==> config.mk <==
export PLATFORM = sky130hd
export DESIGN_NAME = cpu_trace_buffer
export DESIGN_NICKNAME = d
export VERILOG_FILES = /design/src/rtl/cpu_trace_buffer.sv
export SDC_FILE = /design/constraint.sdc
export NUM_CORES = 1
export LEC_CHECK = 0
export ABC_CLOCK_PERIOD_IN_PS = 3590
export CORE_MARGIN = 1.5
export CORE_UTILIZATION = 45
export DETAILED_ROUTE_END_ITERATION = 12
export GPL_ROUTABILITY_DRIVEN = 0
export PLACE_DENSITY = 0.71
export SYNTH_ARGS = -nofsm -noshare
export SYNTH_HDL_FRONTEND = slang
export SYNTH_SLANG_ARGS = --single-unit
==> constraint.sdc <==
create_clock -name clk -period 3.59 [get_ports clk]
set_input_delay 0.718 -clock clk [delete_from_list [all_inputs] [get_ports clk]]
set_output_delay 0.718 -clock clk [all_outputs]
set_load 0.005 [all_outputs]
==> src/rtl/cpu_trace_buffer.sv <==
// Retire-trace capture unit: packs WB/MEM commit activity into a circular buffer drained by a valid/ready stream.
// Optional build macro TRACE_CYCLE_STAMP_EN adds a per-entry cycle stamp reported on out_cycle.
//
// state  | meaning
// -------+-----------------------------------------------
// IDLE   | not capturing, counters hold, draining allowed
// RUN    | capturing commit activity, cycle_count running
// HALTED | halt captured; frozen until clr or reset

module cpu_trace_buffer #(
   parameter int DEPTH     = 16,
   parameter int DATA_W    = 16,
   parameter int CNT_W     = 32,
   parameter bit OVERWRITE = 1'b1
) (
   input  logic              clk,
   input  logic              rst_n,
   input  logic              en,
   input  logic              clr,
   input  logic              wb_regwrite,
   input  logic [3:0]        wb_reg,
   input  logic [DATA_W-1:0] wb_data,
   input  logic              mem_read,
   input  logic              mem_write,
   input  logic [DATA_W-1:0] mem_addr,
   input  logic [DATA_W-1:0] mem_wdata,
   input  logic [DATA_W-1:0] mem_rdata,
   input  logic              halt,
   output logic              out_valid,
   input  logic              out_ready,
   output logic [3:0]        out_kind,
   output logic [3:0]        out_reg,
   output logic [DATA_W-1:0] out_reg_data,
   output logic [DATA_W-1:0] out_mem_addr,
   output logic [DATA_W-1:0] out_mem_data,
   output logic [CNT_W-1:0]  out_cycle,
   output logic [CNT_W-1:0]  cycle_count,
   output logic [CNT_W-1:0]  inst_count,
   output logic [CNT_W-1:0]  overrun_count,
   output logic [CNT_W-1:0]  drop_count,
   output logic [1:0]        state,
   output logic              proto_err,
   output logic              full,
   output logic              empty
);

   localparam int AW = (DEPTH > 1) ? $clog2(DEPTH) : 1;
   localparam logic [AW:0]      FULL_CNT = (AW+1)'(DEPTH);
   localparam logic [AW:0]      OCC_ONE  = (AW+1)'(1);
   localparam logic [AW-1:0]    PTR_ONE  = AW'(1);
   localparam logic [CNT_W-1:0] CNT_ONE  = CNT_W'(1);

   typedef enum logic [1:0] {
      IDLE   = 2'd0,
      RUN    = 2'd1,
      HALTED = 2'd2
   } state_t;

   state_t             state_q, state_d;
   logic [AW-1:0]      wr_ptr_q, wr_ptr_d, rd_ptr_q, rd_ptr_d;
   logic [AW:0]        count_q, count_d;
   logic [CNT_W-1:0]   cycle_q, cycle_d, inst_q, inst_d, over_q, over_d, drop_q, drop_d;
   logic               perr_q, perr_d;

   logic [3:0]         kind_mem  [DEPTH];
   logic [3:0]         reg_mem   [DEPTH];
   logic [DATA_W-1:0]  rdata_mem [DEPTH];
   logic [DATA_W-1:0]  addr_mem  [DEPTH];
   logic [DATA_W-1:0]  mdata_mem [DEPTH];

   logic               capture, push, pop, write_en, overrun, dropped, adv_rd;
   logic               is_load;
   logic [3:0]         e_kind, e_reg;
   logic [DATA_W-1:0]  e_rdata, e_addr, e_mdata;

   assign capture  = (state_q == RUN) && (wb_regwrite || mem_read || mem_write || halt);
   assign push     = capture && !clr;
   assign pop      = out_valid && out_ready && !clr;
   assign overrun  = push && full && !pop && OVERWRITE;
   assign dropped  = push && full && !pop && !OVERWRITE;
   assign write_en = push && !dropped;
   assign adv_rd   = pop || overrun;

   // a simultaneous store wins over a load; the load flag is cleared
   assign is_load  = mem_read && !mem_write;
   assign e_kind   = {halt, mem_write, is_load, wb_regwrite};
   assign e_reg    = wb_regwrite ? wb_reg : 4'd0;
   assign e_rdata  = wb_regwrite ? wb_data : '0;
   assign e_addr   = (mem_read || mem_write) ? mem_addr : '0;
   assign e_mdata  = mem_write ? mem_wdata : (mem_read ? mem_rdata : '0);

   always_comb begin
      state_d = state_q;
      if (clr) begin
         state_d = IDLE;
      end else begin
         case (state_q)
            IDLE:    if (en) state_d = RUN;
            RUN: begin
               if (capture && halt) state_d = HALTED;
               else if (!en)        state_d = IDLE;
            end
            HALTED:  state_d = HALTED;
            default: state_d = IDLE;
         endcase
      end
   end

   always_comb begin
      wr_ptr_d = wr_ptr_q;
      rd_ptr_d = rd_ptr_q;
      count_d  = count_q;
      cycle_d  = cycle_q;
      inst_d   = inst_q;
      over_d   = over_q;
      drop_d   = drop_q;
      perr_d   = perr_q;
      if (clr) begin
         wr_ptr_d = '0;
         rd_ptr_d = '0;
         count_d  = '0;
         cycle_d  = '0;
         inst_d   = '0;
         over_d   = '0;
         drop_d   = '0;
         perr_d   = 1'b0;
      end else begin
         if (write_en) wr_ptr_d = wr_ptr_q + PTR_ONE;
         if (adv_rd)   rd_ptr_d = rd_ptr_q + PTR_ONE;
         if (write_en && !adv_rd)      count_d = count_q + OCC_ONE;
         else if (adv_rd && !write_en) count_d = count_q - OCC_ONE;
         if (state_q == RUN) cycle_d = cycle_q + CNT_ONE;
         if (push && (wb_regwrite || mem_write || halt)) inst_d = inst_q + CNT_ONE;
         if (overrun) over_d = over_q + CNT_ONE;
         if (dropped) drop_d = drop_q + CNT_ONE;
         if (push && mem_read && mem_write) perr_d = 1'b1;
      end
   end

   always_ff @(posedge clk or negedge rst_n) begin
      if (!rst_n) begin
         state_q  <= IDLE;
         wr_ptr_q <= '0;
         rd_ptr_q <= '0;
         count_q  <= '0;
         cycle_q  <= '0;
         inst_q   <= '0;
         over_q   <= '0;
         drop_q   <= '0;
         perr_q   <= 1'b0;
      end else begin
         state_q  <= state_d;
         wr_ptr_q <= wr_ptr_d;
         rd_ptr_q <= rd_ptr_d;
         count_q  <= count_d;
         cycle_q  <= cycle_d;
         inst_q   <= inst_d;
         over_q   <= over_d;
         drop_q   <= drop_d;
         perr_q   <= perr_d;
      end
   end

   // storage is not reset; every read is gated by occupancy
   always_ff @(posedge clk) begin
      if (write_en) begin
         kind_mem[wr_ptr_q]  <= e_kind;
         reg_mem[wr_ptr_q]   <= e_reg;
         rdata_mem[wr_ptr_q] <= e_rdata;
         addr_mem[wr_ptr_q]  <= e_addr;
         mdata_mem[wr_ptr_q] <= e_mdata;
      end
   end

`ifdef TRACE_CYCLE_STAMP_EN
   logic [CNT_W-1:0] cyc_mem [DEPTH];

   always_ff @(posedge clk) begin
      if (write_en) cyc_mem[wr_ptr_q] <= cycle_q;
   end

   assign out_cycle = out_valid ? cyc_mem[rd_ptr_q] : '0;
`else
   assign out_cycle = '0;
`endif

   assign out_valid     = (count_q != '0);
   assign empty         = (count_q == '0);
   assign full          = (count_q == FULL_CNT);
   assign out_kind      = out_valid ? kind_mem[rd_ptr_q]  : 4'd0;
   assign out_reg       = out_valid ? reg_mem[rd_ptr_q]   : 4'd0;
   assign out_reg_data  = out_valid ? rdata_mem[rd_ptr_q] : '0;
   assign out_mem_addr  = out_valid ? addr_mem[rd_ptr_q]  : '0;
   assign out_mem_data  = out_valid ? mdata_mem[rd_ptr_q] : '0;
   assign cycle_count   = cycle_q;
   assign inst_count    = inst_q;
   assign overrun_count = over_q;
   assign drop_count    = drop_q;
   assign state         = state_q;
   assign proto_err     = perr_q;

endmodule
==> summary.md <==
| Metric | Value |
|---|---|
| Worst reg2reg setup slack | 0.55 ns |
| Max Fclk | 278.6 MHz |
| FF/Latch Area | 0.02972 mm^2 |
| CP top delay family | buffers and inverters |
| Initial antenna violation count | 1 |
| WP depth | 8 |
| Nets | 2626 |
| Total vias in the final route | 21900 |
| Clk network pwr share | 0.364 |
| Fin util | 0.5523 |
| Min-Delay Path Class | input port to async pin |
| Number of synthesized flops with an enable pin | 896 |
| I/O pin cnt | 299 |
| Tmin final | 3.589 ns |
| Switch Pwr | 6644 uW |
| Die height | 303.4 um |
| Placed instance area | 0.04507 mm^2 |
| Die width | 303.4 um |
| Final setup viols | 0 |
| Pwr/cell area | 555.9 mW/mm^2 |
| DR iter-0 viols | 2045 |
| Routed Antenna Nets | 0 |
| Sw Share | 0.2411 |
| Placed cell count | 3538 |
| R2R Path End | count_q[4]$_DFFE_PN0P_ |
| Seq pwr share | 0.470 |
| Total clock buffers created by CTS | 100 |
| Setup TNS Final | 0 ns |
| Combinational share of power | 0.166 |
| Buf/Inv on CP | 5 |
| Synth Instances | 2139 |
| Core area | 0.08974 mm^2 |
| Total GRT Usage | 0.2128 |
| Area grow syn2layout | 22.01% |
| Yosys top cell by area | edfxtp_1 |
| CP max-delay cell | dfrtp_4 |
| Leakage | 0.01630 uW |
| Internal Power | 20910 uW |
| Fin area | 0.04956 mm^2 |
| CTS tree | done |
| Ys flop type | edfxtp_1 |
| Worst-Skew Late Latency | 0.68 ns |
| Vias in the first global route | 22330 |
| Max IR drop VDD | 410.1 uV |
| Reg2reg start | count_q[1]$_DFFE_PN0P_ |
| Die area | 0.09207 mm^2 |
| Total Wirelength | 98850 um |
| Outcome | finished, final reports clean |
| End of the critical path | out_mem_data[14] |
| Max-slew headroom | 0.2593 |
| Syn Area/Cell | 18.99 um^2 |
| Area share of the largest cell type after synthesis | 0.6624 |
| CP cell instances | buf_4 > buf_8 > buf_16 > buf_12 > mux4_2 > mux2i_1 > o22ai_2 > dlygate4sd2_1 |
| Worst-path fanout max | 11 |
| Tightest Pin Transition | 1.109 ns |
| Crit start category | flip-flop |
| Fin crit share | 0.9998 |
| Warning count from the yosys run | 0 |
| # clock sinks | 1008 |
| Crit path DAT | 2.87 ns |
| CTS clk-pin slew, worst paths | 0.06 ns |
| PortBufs | 234 |
| Row count | 110 |
| Max Root-Sink Buffers | 3 |
| Vias/cell | 5.769 |
| H-tree Lvls | 3 |
| Grt ovf | 0 |
| Ys async rst share | 0.1111 |
| Max Cap Violations | 0 |
| RSZ-0062 raised after global routing | true |
| Clock root buffer | clkbuf_16 |
| Crit path capture type | primary output |
| Share of cells above drive strength 1 | 0.2379 |
| Fin cells | 3796 |
| Netlist cell types | 53 |
| Initial Util | 0.4526 |
| Synth area leaders | edfxtp_1, mux4_2, dfrtp_1, mux2i_1, xnor2_1 |
| Seq/Total Area, Yosys | 0.7314 |
| Reg2Reg Depth | 13 |
| Worst Path Required | 2.87 ns |
| CP startpoint | rd_ptr_q[0]$_DFFE_PN0P_ |
| Hold-fix buffers, CTS | 0 |
| Slowest cell delay on critical path | 0.52 ns |
| Fin Clk Skew | 0.03036 ns |
| Largest net degree at the start of global routing | 73 |
| Setup Crit Path Kind | flip-flop to primary output |
| Mapped Area | 0.04062 mm^2 |
| First-pass GRT wire length | 144000 um |
| Fill count | 6654 |
| Drt wl/cell | 26.04 um |
| Final hold vios | 0 |
| #FFs+latches synth | 1008 |
| Final Max Tran Viols | 0 |
| Drt drc | 0 |
| Multi-input gate area | 0.01048 mm^2 |
| DP HPWL | 54210 um |
| Router iterations before antenna repair | 5 |
-- worst min-delay path by stage --
stage,start,to,slack (ns),cells past startpoint
floorplan,rst_n,count_q[0]$_DFFE_PN0P_,0.42,0
global placement,proto_err$_DFFE_PN0P_,proto_err$_DFFE_PN0P_,0.51,2
detailed placement,proto_err$_DFFE_PN0P_,proto_err$_DFFE_PN0P_,0.53,2
CTS,rst_n,cycle_count[12]$_DFFE_PN0P_,0.009,1
global route,rst_n,cycle_count[12]$_DFFE_PN0P_,0.05,1
finish,rst_n,cycle_count[13]$_DFFE_PN0P_,0.04,1
-- cells in the final DEF (no fill, tap or decap), types with 13 or more instances in the layout --
| master | synthesis | final |
|---|---|---|
| a21oi_1 | 28 | 28 |
| a22o_1 | 16 | 16 |
| and2_1 | 37 | 25 |
| and3_1 | 17 | 13 |
| and4_1 | 13 | 13 |
| buf_12 | 0 | 37 |
| buf_16 | 0 | 20 |
| buf_4 | 65 | 104 |
| clkbuf_1 | 77 | 20 |
| clkbuf_16 | 0 | 106 |
| clkdlybuf4s50_1 | 0 | 174 |
| clkinv_1 | 1 | 34 |
| conb_1 | 1 | 64 |
| dfrtp_1 | 112 | 108 |
| dlygate4sd2_1 | 0 | 30 |
| dlymetal6s2s_1 | 0 | 17 |
| edfxtp_1 | 896 | 896 |
| inv_1 | 18 | 18 |
| mux2i_1 | 114 | 91 |
| mux2i_2 | 0 | 22 |
| mux4_2 | 224 | 224 |
| nand2_1 | 41 | 40 |
| nand3_1 | 27 | 27 |
| nand4_1 | 23 | 23 |
| nor2_1 | 89 | 88 |
| nor2b_1 | 21 | 20 |
| nor3_1 | 32 | 32 |
| nor4_1 | 24 | 23 |
| o21ai_0 | 14 | 14 |
| o22ai_1 | 56 | 33 |
| o22ai_2 | 0 | 23 |
| or3_1 | 14 | 14 |
| xnor2_1 | 58 | 58 |
| xor2_1 | 19 | 19 |
-- flip-flops by register name (all words and copies together), names as in the netlist --
register / flops
cycle_count: 32
rd_ptr_q: 4
inst_count: 32
kind_mem: 64
reg_mem: 64
wr_ptr_q: 4
count_q: 5
proto_err: 1
rdata_mem: 256
overrun_count: 32
mdata_mem: 256
addr_mem: 256
state: 2
-- metrics by stage --
stage | power, uW | setup slack, ns | hold slack, ns
2_1_floorplan | 15340 | 0.2971 | 0.4224
3_3_place_gp | 16990 | -0.001207 | 0.5121
3_5_place_dp | 17040 | 0.02265 | 0.5282
4_1_cts | 27470 | -0.1488 | 0.008509
5_1_grt | 28490 | -0.07955 | 0.04655
6_report | 27550 | 0.0006242 | 0.04093
-- metal layers --
metal	routed length, um	global-route usage	part of all wire
met4	1591	0.04738	0.016
met2	50300	0.3589	0.51
met3	7936	0.04562	0.080
met5	0	0	0
met1	39020	0.2855	0.39
-- cell families (layout without fill, tap and decap cells) --
| family | after synthesis | after routing | synth area share |
|---|---|---|---|
| flops | 1008 | 1008 | 0.7314 |
| simple gates | 364 | 364 | 0.04815 |
| mux | 343 | 343 | 0.1537 |
| buf+inv | 195 | 612 | 0.02415 |
| compound gates | 138 | 138 | 0.02172 |
| xor+xnor | 77 | 77 | 0.01660 |
| fa+ha+maj | 13 | 13 | 0.004189 |
| other cells | 1 | 65 | 0.00009232 |
-- synth_stat cells, types with 2 or more instances --
master	instances
edfxtp_1	896
mux4_2	224
mux2i_1	114
dfrtp_1	112
nor2_1	89
clkbuf_1	77
buf_4	65
xnor2_1	58
o22ai_1	56
nand2_1	41
and2_1	37
nor3_1	32
buf_1	30
a21oi_1	28
nand3_1	27
nor4_1	24
nand4_1	23
nor2b_1	21
xor2_1	19
inv_1	18
and3_1	17
a22o_1	16
o21ai_0	14
or3_1	14
and4_1	13
ha_1	12
or4_1	8
o21a_1	6
mux2_2	5
o31ai_1	5
nand2b_1	4
a31oi_1	3
buf_2	3
nor3b_1	3
o211ai_1	3
a21o_1	2
and4b_1	2
nand3b_1	2
nor4b_1	2
-- worst reg2reg max path, cell delays in order (launching register included) --
cell and delay (ns):
dfrtp_1 0.45, nor4_2 0.33, nand2b_1 0.24, buf_4 0.23, inv_1 0.11, or3_1 0.14, nand3_1 0.13, buf_4 0.18
ha_1 0.29, a21o_1 0.17, a21oi_1 0.27, nand4_1 0.13, a21o_1 0.19, a21oi_1 0.11
-- power groups by stage --
stage	Clock, uW	Sequential (uW)	Combinational (uW)
finish	10000	12900	4580
global route	10700	12900	4870
CTS	10200	12900	4330
detailed placement	0	13200	3840
global placement	0	13200	3810
floorplan	0	13100	2200
-- final cells by class --
class                           instances  share of cell area
Sequential cell                      1008              0.5997
Multi-Input combinational cell        999              0.2115
Timing Repair Buffer                  408             0.09399
Clock buffer                          120             0.05201
Tap cell                             1176             0.02969
Clock inverter                         65             0.01164
Inverter                               19            0.001439
Antenna cell                            1          0.00005049
-- repair_timing --
item                                    4_1_cts  5_1_grt
pin swaps                                     2       10
gates cloned                                 10        6
resized for setup                           113       51
setup buffers                                22       34
endpoints found under the setup margin       56       30
Note: power is estimated with default switching activity, not from simulation.
